### src/rtl/pin_scatter_seq.sv
// pin_scatter_seq: multi-cycle bit scatter (decompress) / gather (compress)
// engine. Walks the captured mask LANES positions per cycle and keeps a
// running rank pointer that says which packed bit is next.
//
// state | meaning
// IDLE  | waiting for a request, in_ready high
// RUN   | walking the mask, one chunk of LANES positions per cycle
// DONE  | result and count presented, waiting for out_ready
module pin_scatter_seq #(
  parameter int WIDTH = 16,
  parameter int LANES = 4
) (
  input  logic                       clk,
  input  logic                       rst_n,
  input  logic                       clear,
  input  logic                       in_valid,
  output logic                       in_ready,
  input  logic                       mode,
  input  logic [WIDTH-1:0]           data,
  input  logic [WIDTH-1:0]           mask,
  output logic                       out_valid,
  input  logic                       out_ready,
  output logic [WIDTH-1:0]           result,
  output logic [$clog2(WIDTH+1)-1:0] count
);

  localparam int N  = (WIDTH + LANES - 1) / LANES;
  localparam int CW = $clog2(WIDTH + 1);
  localparam int PW = $clog2(N * LANES + 1);
  localparam int NW = $clog2(N + 1);

  typedef enum logic [1:0] {
    IDLE = 2'd0,
    RUN  = 2'd1,
    DONE = 2'd2
  } state_t;

  state_t            state_q, state_d;
  logic              mode_q, mode_d;
  logic [WIDTH-1:0]  data_q, data_d;
  logic [WIDTH-1:0]  mask_q, mask_d;
  logic [WIDTH-1:0]  acc_q, acc_d;
  logic [CW-1:0]     rank_q, rank_d;
  logic [PW-1:0]     base_q, base_d;
  logic [NW-1:0]     cnt_q, cnt_d;

  logic [CW-1:0]     rank_v;
  logic [PW-1:0]     pos_v;
  logic              mbit;
  logic              dbit;

  // Next-state and datapath: capture on accept, process one chunk per RUN cycle.
  always_comb begin
    state_d = state_q;
    mode_d  = mode_q;
    data_d  = data_q;
    mask_d  = mask_q;
    acc_d   = acc_q;
    rank_d  = rank_q;
    base_d  = base_q;
    cnt_d   = cnt_q;
    rank_v  = rank_q;
    pos_v   = base_q;
    mbit    = 1'b0;
    dbit    = 1'b0;

    if (clear) begin
      // Abort wins over both accept and output handshake.
      state_d = IDLE;
    end else begin
      case (state_q)
        IDLE: begin
          if (in_valid) begin
            state_d = RUN;
            mode_d  = mode;
            data_d  = data;
            mask_d  = mask;
            acc_d   = '0;
            rank_d  = '0;
            base_d  = '0;
            cnt_d   = NW'(N - 1);
          end
        end
        RUN: begin
          // Positions past WIDTH shift the mask to zero, so a partial last
          // chunk needs no special casing.
          for (int l = 0; l < LANES; l++) begin
            pos_v = base_q + PW'(l);
            mbit  = ((mask_q >> pos_v) & WIDTH'(1)) != '0;
            if (mbit) begin
              if (mode_q) begin
                dbit  = ((data_q >> pos_v) & WIDTH'(1)) != '0;
                acc_d = acc_d | (WIDTH'(dbit) << rank_v);
              end else begin
                dbit  = ((data_q >> rank_v) & WIDTH'(1)) != '0;
                acc_d = acc_d | (WIDTH'(dbit) << pos_v);
              end
              rank_v = rank_v + CW'(1);
            end
          end
          rank_d = rank_v;
          base_d = base_q + PW'(LANES);
          if (cnt_q == '0) begin
            state_d = DONE;
          end else begin
            cnt_d = cnt_q - NW'(1);
          end
        end
        DONE: begin
          if (out_ready) begin
            state_d = IDLE;
          end
        end
        default: state_d = IDLE;
      endcase
    end
  end

  // State and datapath registers, all cleared by reset.
  always_ff @(posedge clk or negedge rst_n) begin
    if (!rst_n) begin
      state_q <= IDLE;
      mode_q  <= 1'b0;
      data_q  <= '0;
      mask_q  <= '0;
      acc_q   <= '0;
      rank_q  <= '0;
      base_q  <= '0;
      cnt_q   <= '0;
    end else begin
      state_q <= state_d;
      mode_q  <= mode_d;
      data_q  <= data_d;
      mask_q  <= mask_d;
      acc_q   <= acc_d;
      rank_q  <= rank_d;
      base_q  <= base_d;
      cnt_q   <= cnt_d;
    end
  end

  // Final rank equals the mask popcount, so it doubles as the count output.
  assign in_ready  = (state_q == IDLE);
  assign out_valid = (state_q == DONE);
  assign result    = acc_q;
  assign count     = rank_q;

endmodule
### config.mk
export PLATFORM = sky130hd
export DESIGN_NAME = pin_scatter_seq
export DESIGN_NICKNAME = d
export VERILOG_FILES = /design/src/rtl/pin_scatter_seq.sv
export SDC_FILE = /design/constraint.sdc
export NUM_CORES = 1
export LEC_CHECK = 0
export CAP_MARGIN = 20
export CORE_MARGIN = 2
export CORE_UTILIZATION = 57
export DETAILED_ROUTE_END_ITERATION = 10
export PLACE_DENSITY = 0.82
export SETUP_SLACK_MARGIN = 0.2
export SYNTH_ARGS = -nofsm -noshare
export SYNTH_HDL_FRONTEND = slang
export SYNTH_SLANG_ARGS = --single-unit
export TNS_END_PERCENT = 5
### constraint.sdc
create_clock -name clk -period 5.5 [get_ports clk]
set_input_delay 1.65 -clock clk [delete_from_list [all_inputs] [get_ports clk]]
set_output_delay 1.65 -clock clk [all_outputs]
set_load 0.02 [all_outputs]
==> results.txt, run 1 <==
The run finished with clean final reports. The detailed router placed 4893 vias in this run. For the starting utilization of the core area, the log shows 59.1%. The count of mapped cells out of synthesis was 578. The tools report the hold violation total from the final report as 0. The achievable clock frequency came out at 210 MHz.

The cell taking the most area after synthesis is sky130_fd_sc_hd__dfrtp_1. CTS built an H-tree with a depth of 3. For the final routed database, the setup TNS stands at 0 ns. For this design, the sink count on the clock tree is 62.

In the routed design, unresolved DRC markers number 0. The number of enable-type register cells in the synthesized netlist came out at 0. Total area of sequential cells: 0.00155 mm². The number of buffers created by CTS is 9, and the number of vias per cell is 6.67.

By area the synthesized netlist is led by sky130_fd_sc_hd__dfrtp_1 (32%), sky130_fd_sc_hd__nand2_1 (11%), sky130_fd_sc_hd__mux4_2 (8.7%), sky130_fd_sc_hd__mux2i_1 (3.9%), sky130_fd_sc_hd__a21oi_1 (3.4%). The count of cells along the worst hold path is 1, and the delay of the slowest cell on the worst path is 0.72 ns. The placed wire-length estimate after detailed placement was 11.4 mm. The overall fraction of global-route tracks in use is 34.6%, and the number of port buffers is 60. The area growth from synthesis to layout is 17.9%. Most prevalent standard cell on the critical path: sky130_fd_sc_hd__mux2i_1. The slew at the pin with the worst max-slew slack was 1.29 ns. TritonCTS built the clock tree.

In the final layout, the multi-input gates occupy 0.00314 mm². The average size of a mapped cell is 8.49 µm², and the count of distinct cell types in the synthesized netlist is 69. The power spent charging and discharging nets was 0.00176 W; the required time of the critical path was 5.76 ns. The signal on the critical path passes through mux4_2 -> nand2_1 -> mux2i_1 -> buf_4 -> inv_1 -> ha_1 -> nand4_1 -> a31oi_1 -> or2_0 -> mux2i_1 -> a311oi_1 -> a22o_1 -> a2111oi_2 -> o21ai_1.

The count of routing violations after the opening detailed-route iteration was 466; the total overflow reported by the global router was 0. Endpoint kind of the worst setup timing path: a flop. Pin count of the biggest net entering global routing: 63.

The number of nets handed over by synthesis was 623. The number of max-slew violations in the final report is 0. For this run, the leading register cell type out of synthesis is sky130_fd_sc_hd__dfrtp_1. Path category of the worst min-delay check: flop to flop. Setup repair after global routing left no endpoint under its margin.

For the initial antenna violation count, the log shows 0. Clock-pin slew was measured on the worst setup and hold paths at 0.09 ns. The tools report the post-route worst setup slack as 0.742 ns. The total area inside the core boundary comes to 0.00830 mm². The number of fill cells is 684, and the maximum resistive drop on vdd is 341 µV. The tools report the root buffer cell as sky130_fd_sc_hd__clkbuf_8. The number of inserted diodes is 0. The horizontal die dimension came out at 96.8 µm. In this run the power density over the cells is 603 mW/mm². The routability-driven placement congestion ratio was 1.12.

Counting I/O delays and the setup requirement, the final critical path takes 4.76 ns. The worst pin sits at a relative slew slack of 13.1%. The final net count came out at 669. Via count of the first global-routing pass: 4769. At the worst endpoint, the arrival time is 5.02 ns. For the final database, setup skew stands at 0.0179 ns. The count of nets left with antenna violations once routing finished came out at 0.

Buffers added to address setup during post-CTS repair amount to 0. The analysis attributes to cell leakage a power of 2.43 nW. The tools report the maximum clock path buffer count as 2. The library cell contributing the largest single delay on the critical path is sky130_fd_sc_hd__or2_0. The number of hold buffers added after CTS is 0. The run gives 0.37 ns as the clock network latency to the later pin of the worst-skew pair.

Summed over all layers, the routed wires come to 15.8 mm. The part of the Yosys area used for sequential elements was 31.6%. Across the run, the number of max-cap violations was 0. The logs give 6 for the number of search-and-repair iterations in the first detailed-routing pass and 33 for the site row count. The floorplan step set the die height to 96.8 µm. The proportion of synthesized flip-flops having asynchronous set or reset came out at 100%. Of all nets on the critical path, the largest fanout is 18. The tools report the synthesized cell area as 0.00490 mm². The startpoint type of the worst setup path is a flop.

The total internal power is 0.00172 W, and the logic depth of the worst register-to-register path is 14. The part of the power in the clock network was 13.5%; the worst setup slack before clock tree synthesis was 0.809 ns. The synthesized design contains 62 register bits. The switching part of the total is 50.6%. The floorplan step defined a die boundary enclosing 0.00936 mm². 61 I/O pins were placed.

The Yosys step of the flow raised 0 warnings. The total of endpoints with negative setup slack in the final report is 0, and the layout cell share with drive strength beyond 1 is 11.3%. Of the total power, combinational logic draws 64.6%. After layout, the worst path uses 86.5% of the clock period. Sequential cells account for 22.0% of the total power. For the post-cts gate resize count, the log shows 0. The critical path is of the flop to flop type. Dividing the detail-routed wire length by the instance count gives 21.6 µm.

The synthesized design devotes to its leading area cell type 31.6% of total area. The tools report the wire length of the first global-routing pass as 25.4 mm.
## cell usage in the layout, fill, tap and decap left out, types with 6 or more instances in the layout
master,count
sky130_fd_sc_hd__and2_1,6
sky130_fd_sc_hd__clkdlybuf4s50_1,59
sky130_fd_sc_hd__nor3_1,14
sky130_fd_sc_hd__inv_1,13
sky130_fd_sc_hd__dfrtp_1,62
sky130_fd_sc_hd__ha_1,7
sky130_fd_sc_hd__o31ai_1,7
sky130_fd_sc_hd__mux4_2,19
sky130_fd_sc_hd__mux2i_1,19
sky130_fd_sc_hd__nand3_1,13
sky130_fd_sc_hd__nand4_1,14
sky130_fd_sc_hd__o21ai_1,7
sky130_fd_sc_hd__nand2_1,139
sky130_fd_sc_hd__a21oi_1,33
sky130_fd_sc_hd__o21ai_0,21
sky130_fd_sc_hd__buf_4,13
sky130_fd_sc_hd__xnor2_1,18
sky130_fd_sc_hd__and3_1,9
sky130_fd_sc_hd__nor2_1,37
sky130_fd_sc_hd__clkbuf_8,9
## cell type report
type                    count  area share (%)
well taps                 105            2.27
multi-input cells         465            54.3
flip-flops and latches     62            26.8
clock inverters             7            1.64
repair buffers             73            12.0
clock buffers               9            2.14
inverters                  13           0.844
## power groups by stage
stage | clock, W | sequential (W) | combinational [W]
4_1_cts | 0.000469 | 0.000753 | 0.00219
2_1_floorplan | 0 | 0.000709 | 0.00160
5_1_grt | 0.000497 | 0.000776 | 0.00240
6_report | 0.000469 | 0.000765 | 0.00225
3_3_place_gp | 0 | 0.000754 | 0.00214
3_5_place_dp | 0 | 0.000762 | 0.00218
## cell families after synthesis
family / synth area share, %
multiplexers: 12.8
adder cells (fa/ha/maj): 1.79
AO/OA/AOI/OAI: 16.6
AND/OR/NAND/NOR: 26.4
flip-flops: 31.6
buffers and inverters: 4.46
XOR/XNOR: 6.28
## cells in the mapped netlist (all sizes together) (5+ instances only)
cell type / number
a2111oi: 6
a21oi: 34
a22oi: 5
a31oi: 7
and2: 7
and3: 9
and4: 6
buf: 12
clkbuf: 26
dfrtp: 62
ha: 7
inv: 13
mux2i: 19
mux4: 19
nand2: 139
nand3: 13
nand4: 14
nor2: 37
nor3: 15
o21ai: 29
o31ai: 7
or2: 5
xnor2: 22
xor2: 5
## layer usage
metal / vias up / global-route usage (%) / part of all wire (%)
met2: 329 / 54.1 / 46
met3: 64 / 8.74 / 11
met5: - / 0 / 0
met1: 2312 / 44.8 / 39
li1: 2188 / - / -
met4: 0 / 17.4 / 4.0
## worst max-delay path: cells and delay by family (launching register included)
kind / cells / cell delay, ns
compound gates: 5 / 1.28
simple gates: 3 / 1.25
mux: 3 / 1.09
flops: 1 / 0.39
buf+inv: 2 / 0.38
fa+ha+maj: 1 / 0.28
## state kept, by name (all words and copies together), names as in the netlist
name / cells
mode_q: 1
state_q: 2
data_q: 16
count: 5
result: 16
cnt_q: 3
mask_q: 16
base_q: 3
## through the flow
stage               cells  hold slack [ns]  cell area (µm²)  total power, W  utilization (%)
CTS                   734            0.479             5780         0.00341             69.7
global route          734            0.504             5780         0.00367             69.7
detailed placement    718            0.463             5570         0.00294             67.1
global placement      718            0.457             5570         0.00289             67.1
finish                734            0.476             5780         0.00349             69.7
floorplan             578            0.440             4900         0.00231                -
## path summary, 6_finish.rpt
kind / start / end / slack (ns)
max: base_q[2]$_DFFE_PN0P_ / result[14]$_DFFE_PN0P_ / 0.74
min: cnt_q[0]$_DFFE_PN0P_ / cnt_q[0]$_DFFE_PN0P_ / 0.48
max reg2reg: base_q[2]$_DFFE_PN0P_ / result[14]$_DFFE_PN0P_ / 0.74
min reg2reg: cnt_q[0]$_DFFE_PN0P_ / cnt_q[0]$_DFFE_PN0P_ / 0.48
max in group asynchronous: rst_n / data_q[0]$_DFFE_PN0P_ / 3.52
min in group asynchronous: rst_n / result[6]$_DFFE_PN0P_ / 1.41
No activity file was read; power rests on OpenSTA's default activity.
==> run 2: changes to the inputs <==
Settings changed: REMOVE_ABC_BUFFERS from default to 1.
==> run 2 against run 1 <==
Effect of this change:
- worst setup slack worse by 0.16 ns
- sequential cell count stayed put
- routed wire length is 1.7% lower
- clock skew decreased by 0.0050 ns
- clock power shrank 5.1%
- largest cell class unchanged
- largest power group unchanged
==> results.txt, run 2 (synthesis gave the netlist of run 1 again) <==
The run finished with clean final reports. The initial antenna violation count came out at 0. The tree is rooted in a sky130_fd_sc_hd__clkbuf_8. The tools report the hold violation total from the final report as 0. After clock tree synthesis, the clock-pin slew on the worst setup and hold paths is 0.08 ns. In the finished design, the share of the clock period the worst path needs comes to 89.4%.

The tools report the count of routing violations after the opening detailed-route iteration as 599. Setup repair after global routing left no endpoint under its margin. The startpoint type of the worst setup path was a flop. The setup skew after layout came out at 0.0129 ns.

The worst setup path is captured at a flop. The first global-routing pass estimated 25.6 mm of wire. Once the floorplan was initialized, standard cells occupied 59.1% of the core. The maximum resistive drop on vdd came out at 316 µV. The number of buffers created by CTS was 9; the max-cap check violation count was 0.

The die is 96.8 µm wide. For this block, the via count after detailed routing is 4884. At the pin with the least slew margin, the transition time is 0.981 ns. The via count of the first global-routing pass is 4714. The critical path is of the flop to flop type. Per report_power, the combinational group accounts for 64.9% of the total.

The average routed wire per standard cell was 21.2 µm; the shortest period the worst path allows was 4.92 ns. The layout-stage area growth over the synthesis result was 18.1%; the number of fill cells was 646. The site row count is 33, and the total of endpoints with negative setup slack in the final report is 0. The die is 96.8 µm tall.

The number of port buffers was 60. The cell leakage power was 2.43 nW; the number of top-level pins was 61. The layout cell share with drive strength beyond 1 is 11.4%, and the area of the placeable core is 0.00830 mm². Data on the critical path is required at its endpoint by 5.73 ns. No sink is reached through more buffers than the 2 on the longest clock path. The post-cts gate resize count is 0, and the clock network latency to the later pin of the worst-skew pair is 0.35 ns. After detailed placement, the total cell area comes to 0.00558 mm². The final net count was 671. For the worst setup path, the data arrival time is 5.15 ns.

TritonCTS built the clock tree. Number of H-tree branching levels: 3. The run gives 0 ns as the total negative slack. The run gives 0 as the number of hold buffers added after CTS.

Path category of the worst min-delay check: flop to flop. The wire-length estimate of the detail-placed layout is 11.2 mm. Internal power comes to 0.00173 W.

Entering global routing, the biggest net connects 63 pins. The die covers 0.00936 mm². Buffers added to address setup during post-CTS repair amount to 0.

The number of antenna diodes in the final layout is 0. The achievable clock frequency is 203 MHz. The register-to-register path setup slack is 0.58 ns. The logs give 7 for the number of search-and-repair iterations in the first detailed-routing pass and 0 for the total overflow reported by the global router. Per report_power, the sequential group accounts for 22.2% of the total. The switching part of the total came out at 49.7%. The tools report the overall fraction of global-route tracks in use as 34.4%.

The congestion estimate from routability-driven global placement came to 1.06. The sink count of the clock tree was 62; the power spent charging and discharging nets was 0.00171 W. In this run the power density over the cells is 595 mW/mm². The total detailed-routing wirelength was 15.6 mm; the overall power was 0.00345 W. The number of vias per cell works out to 6.64. The number of max-slew violations in the final report came out at 0. Once layout is done, the placed cells without fillers occupy 0.00579 mm². Leaving out fill and tap cells, the most frequent cells in the layout are sky130_fd_sc_hd__nand2_1 (139), sky130_fd_sc_hd__dfrtp_1 (62), sky130_fd_sc_hd__clkdlybuf4s50_1 (59), sky130_fd_sc_hd__nor2_1 (37), sky130_fd_sc_hd__a21oi_1 (33). The count of nets left with antenna violations once routing finished came out at 0. The library cell used most frequently in the layout, excluding fill and tap cells, is sky130_fd_sc_hd__nand2_1.

The headroom to the max-slew limit was 34.6%. The post-detailed-route DRC marker count was 0. The part of the power in the clock network is 12.9%. Along the worst path, the maximum fanout reaches 18.
-- run 2: cell types whose count changed in the layout (fill, tap and decap cells not counted), sizes merged --
cell    change
clkbuf      +1
clkinv      +1
buf         +2
inv         -2
-- run 2: final timing paths --
path,start,to,cells past startpoint
setup / recovery,base_q[3]$_DFFE_PN0P_,result[14]$_DFFE_PN0P_,13
hold / removal,mask_q[14]$_DFFE_PN0P_,mask_q[14]$_DFFE_PN0P_,2
setup reg to reg,base_q[3]$_DFFE_PN0P_,result[14]$_DFFE_PN0P_,13
hold reg to reg,mask_q[14]$_DFFE_PN0P_,mask_q[14]$_DFFE_PN0P_,2
max in group asynchronous,rst_n,count[2]$_DFFE_PN0P_,2
min in group asynchronous,rst_n,data_q[4]$_DFFE_PN0P_,2
-- run 2: per-stage QoR --
step           hold WS (ns)  utilization (%)  cells  setup slack [ns]
6_report              0.479             69.8    736             0.582
5_1_grt               0.509             69.8    736             0.266
4_1_cts               0.479             69.8    736             0.643
3_5_place_dp          0.462             67.2    720             0.692
3_3_place_gp          0.457             67.2    720             0.904
2_1_floorplan         0.440                -    540            -0.319
-- run 2: final cells by class --
class / instances / area [µm²] / area share (%)
Clock inverter: 6 / 86.3 / 1.49
Tap cell: 105 / 131 / 2.27
Sequential cell: 62 / 1550 / 26.8
Clock buffer: 10 / 128 / 2.20
Inverter: 13 / 48.8 / 0.842
Multi-Input combinational cell: 465 / 3140 / 54.2
Timing Repair Buffer: 75 / 708 / 12.2
-- run 2: critical path, cell delays in order, from the launching register on --
cell	delay [ns]
sky130_fd_sc_hd__dfrtp_1	0.74
sky130_fd_sc_hd__mux4_2	0.46
sky130_fd_sc_hd__nand2_1	0.24
sky130_fd_sc_hd__mux2i_1	0.29
sky130_fd_sc_hd__inv_1	0.17
sky130_fd_sc_hd__ha_1	0.28
sky130_fd_sc_hd__a22o_4	0.26
sky130_fd_sc_hd__a31oi_1	0.26
sky130_fd_sc_hd__or2_0	0.79
sky130_fd_sc_hd__mux2i_1	0.34
sky130_fd_sc_hd__a221oi_1	0.14
sky130_fd_sc_hd__a22o_1	0.34
sky130_fd_sc_hd__a2111oi_2	0.38
sky130_fd_sc_hd__o21ai_1	0.11
-- run 2: metal layers --
metal / vias to the layer above / share of wire (%) / global-route usage [%] / routed length, µm
met2: 319 / 45 / 53.0 / 7080
met3: 58 / 10 / 6.72 / 1580
met5: - / 0 / 0 / 0
li1: 2194 / - / - / -
met1: 2313 / 41 / 47.3 / 6320
met4: 0 / 3.8 / 15.6 / 598
-- run 2: power by group through the flow --
| stage | clock network, W | logic (W) | registers [W] |
|---|---|---|---|
| after CTS | 0.000448 | 0.00219 | 0.000756 |
| after global routing | 0.000468 | 0.00241 | 0.000781 |
| after detailed placement | 0 | 0.00217 | 0.000763 |
| after global placement | 0 | 0.00212 | 0.000757 |
| final | 0.000445 | 0.00223 | 0.000766 |
| after floorplan | 0 | 0.00147 | 0.000772 |
==> run 3: changes to the inputs <==
Settings changed: CELL_PAD_IN_SITES_DETAIL_PLACEMENT from default to 1, CELL_PAD_IN_SITES_GLOBAL_PLACEMENT from default to 1, CORE_UTILIZATION 57 to 43, PLACE_DENSITY 0.82 to default, PLACE_DENSITY_LB_ADDON from default to 0.1.
==> run 3 against run 2 <==
Effect of this change:
- final area is 2.9% higher
- worst hold slack worse by 0.015 ns
- clock power grew 31%
- combinational power is 5% higher
- first-iteration DRC count down 50%
- final cell count is 5.7% higher
- clock skew fell by 0.0028 ns
- sequential cell count did not move
- register-to-register slack gained 0.04 ns
- routed wire length rose by 13%
- non-clock buffer count rose by 4
==> results.txt, run 3 (synthesis gave the netlist of run 1 again) <==
Headroom to the max-slew limit came out at 27.6%. Counting the buffers created by CTS gives 9. After filler insertion, the fill cell instance count of the layout stands at 1323. In this run the static leakage power is 2.49 nW. Buffers inserted to repair hold after CTS numbered 0.

Entering global routing, the biggest net connects 47 pins. For this run, global-route usage on met1 was measured as 39.5%. The hold violation total from the final report was 0; the count of routing violations after the opening detailed-route iteration was 297. Leaving out fill and tap cells, the most frequent cells in the layout are sky130_fd_sc_hd__nand2_1 (139), sky130_fd_sc_hd__dfrtp_1 (62), sky130_fd_sc_hd__clkdlybuf4s50_1 (59), sky130_fd_sc_hd__nor2_1 (37), sky130_fd_sc_hd__a21oi_1 (33).

The number of vias per cell came out at 6.21. TritonCTS built the clock tree. Measured in cells, the most critical reg-to-reg path has a length of 13.

On the final layout, the worst hold slack is 0.464 ns. The max-cap check violation count came out at 0. For the via count of the first global-routing pass, the log shows 5092. The number of port buffers was 60. In this run the critical register-to-register path is captured at result[14]$_DFFE_PN0P_. Commonest non-fill, non-tap cell in the layout: sky130_fd_sc_hd__nand2_1.

Summed over all nets, the half-perimeter wirelength after detailed placement is 13.0 mm. The floorplan step defined a die boundary enclosing 0.0123 mm². From synthesis to final layout, the design area changed by 21.6%. In this run the remaining antenna-violating nets after routing total 0. Prior to clock tree synthesis, the placed netlist has a worst setup slack of 0.675 ns. The floorplan has 39 rows.

The run gives 675 as the final net count. The overall fraction of global-route tracks in use came out at 29.8%. The run finished with clean final reports. At the pin with the least slew margin, the transition time is 1.08 ns. For this design the ratio of total power to cell area is 611 mW/mm².

The first global-routing pass estimated 28.5 mm of wire. The clock transition at the registers of the reported paths works out to 0.06 ns. The logs give 0.00565 mm² for the area of placed instances and 4 for the number of search-and-repair iterations in the first detailed-routing pass. In this run the standard cell core region covers 0.0113 mm². In this run the most critical hold path is launched from cnt_q[0]$_DFFE_PN0P_. The tools report the number of inserted diodes as 0.

The tree built by TritonCTS fans out to 62 sinks. Total overflow reported by the global router: 0. From left edge to right edge, the die measures 111 µm.

The worst path meets setup with 0.620 ns of slack. The shortest period the worst path allows works out to 4.88 ns. The worst setup path is captured at a flop.

The share of the clock period used by the worst path is 88.7%. The worst hold path belongs to the class flop to flop. Number of non-filler instances in the completed layout: 778. For this design the top-level I/O count stands at 61. The most congested layer reported by global routing was met2. Cells fill 52.9% of the core in the end. The startpoint identified for the worst register-to-register timing path is base_q[2]$_DFFE_PN0P_. The run gives 0 as the number of buffers inserted by post-CTS setup repair.

The tools report the maximum resistive drop on vdd as 266 µV. Startpoint type of the worst setup path: a flop. The clock tree synthesis step divided the H-tree into 3 levels. The run gives 0.0100 ns as the setup skew after layout. In this run the worst setup path begins at base_q[2]$_DFFE_PN0P_.

The number of max-slew violations in the final report is 0. The congestion estimate from routability-driven global placement came to 0.987. The starting utilization of the core area was 43.5%; the required time of the critical path was 5.72 ns. After clock tree synthesis, the repair step resized 0 gates.

The logs give 2 for the maximum clock path buffer count and 0.62 ns for the register-to-register path setup slack. Setup violations remaining at the end of the flow were counted as 0. In the final layout, the share of cells above drive strength 1 is 11.8%. The total detailed-routing wirelength came out at 17.6 mm.

The tools report the met2 track demand over resource as 48.6%. Static timing analysis puts the maximum clock frequency at 205 MHz. The tools report the cell area after layout as 0.00596 mm². Count of cells along the worst hold path: 1. The routed layout has 4829 vias. The worst setup path is of the flop to flop kind. Height of the chip: 111 µm. Of all nets on the critical path, the largest fanout is 18. The run gives 6.18% as the met3 usage in global routing. Setup repair after global routing left no endpoint under its margin. STA puts the critical path data arrival time at 5.10 ns.

For the post-placement cell count, the log shows 761. The tools report the root buffer cell as sky130_fd_sc_hd__clkbuf_16. The initial antenna violation count is 0, and the average routed wire per standard cell is 22.6 µm. For this run, design rule violations remaining after detail routing come to 0. For hold timing, the worst endpoint is cnt_q[0]$_DFFE_PN0P_. The clock network latency to the later pin of the worst-skew pair is 0.35 ns.
## run 3: worst max-delay path by stage
| stage | endpoint | slack (ns) | cells past startpoint |
|---|---|---|---|
| global route | result[14]$_DFFE_PN0P_ | 0.31 | 13 |
| CTS | result[14]$_DFFE_PN0P_ | 0.64 | 13 |
| floorplan | count[0]$_DFFE_PN0P_ | -0.32 | 4 |
| finish | result[14]$_DFFE_PN0P_ | 0.62 | 13 |
| detailed placement | result[14]$_DFFE_PN0P_ | 0.68 | 13 |
| global placement | result[14]$_DFFE_PN0P_ | 0.96 | 13 |
## run 3: critical path: stages, from the launching register on
cell and delay (ns):
sky130_fd_sc_hd__dfrtp_1 0.38, sky130_fd_sc_hd__mux4_2 0.72, sky130_fd_sc_hd__nand2_1 0.29, sky130_fd_sc_hd__mux2i_1 0.28, sky130_fd_sc_hd__inv_1 0.18, sky130_fd_sc_hd__ha_1 0.30, sky130_fd_sc_hd__a22o_4 0.26, sky130_fd_sc_hd__a31oi_1 0.27
sky130_fd_sc_hd__or2_0 0.78, sky130_fd_sc_hd__mux2i_1 0.28, sky130_fd_sc_hd__a311oi_1 0.12, sky130_fd_sc_hd__a22o_1 0.37, sky130_fd_sc_hd__a2111oi_2 0.40, sky130_fd_sc_hd__o21ai_1 0.11
## run 3: layout make-up
cell class	instances	area, µm²	area share (%)
Timing Repair Buffer	79	751	12.6
Multi-Input combinational cell	465	3140	52.7
Tap cell	143	179	3.00
Sequential cell	62	1550	26.0
Clock buffer	11	233	3.90
Inverter	13	48.8	0.818
Clock inverter	5	58.8	0.986
## run 3: per-stage QoR
stage	power (W)	TNS, ns
6_report	0.00364	0
3_5_place_dp	0.00302	0
4_1_cts	0.00362	0
2_1_floorplan	0.00224	-2.25
5_1_grt	0.00387	0
3_3_place_gp	0.00295	0
## run 3: metal layers
layer | wire, µm | vias up
li1 | - | 2200
met1 | 7520 | 2417
met2 | 8440 | 178
met3 | 1170 | 34
met4 | 479 | 0
met5 | 0 | -
## run 3: report_power, final
group	internal (W)	switching (W)	total, W	leakage [nW]
registers	0.000572	0.000151	0.000723	0.791
clock network	0.000352	0.000232	0.000584	0.136
logic	0.000924	0.00141	0.00234	1.56
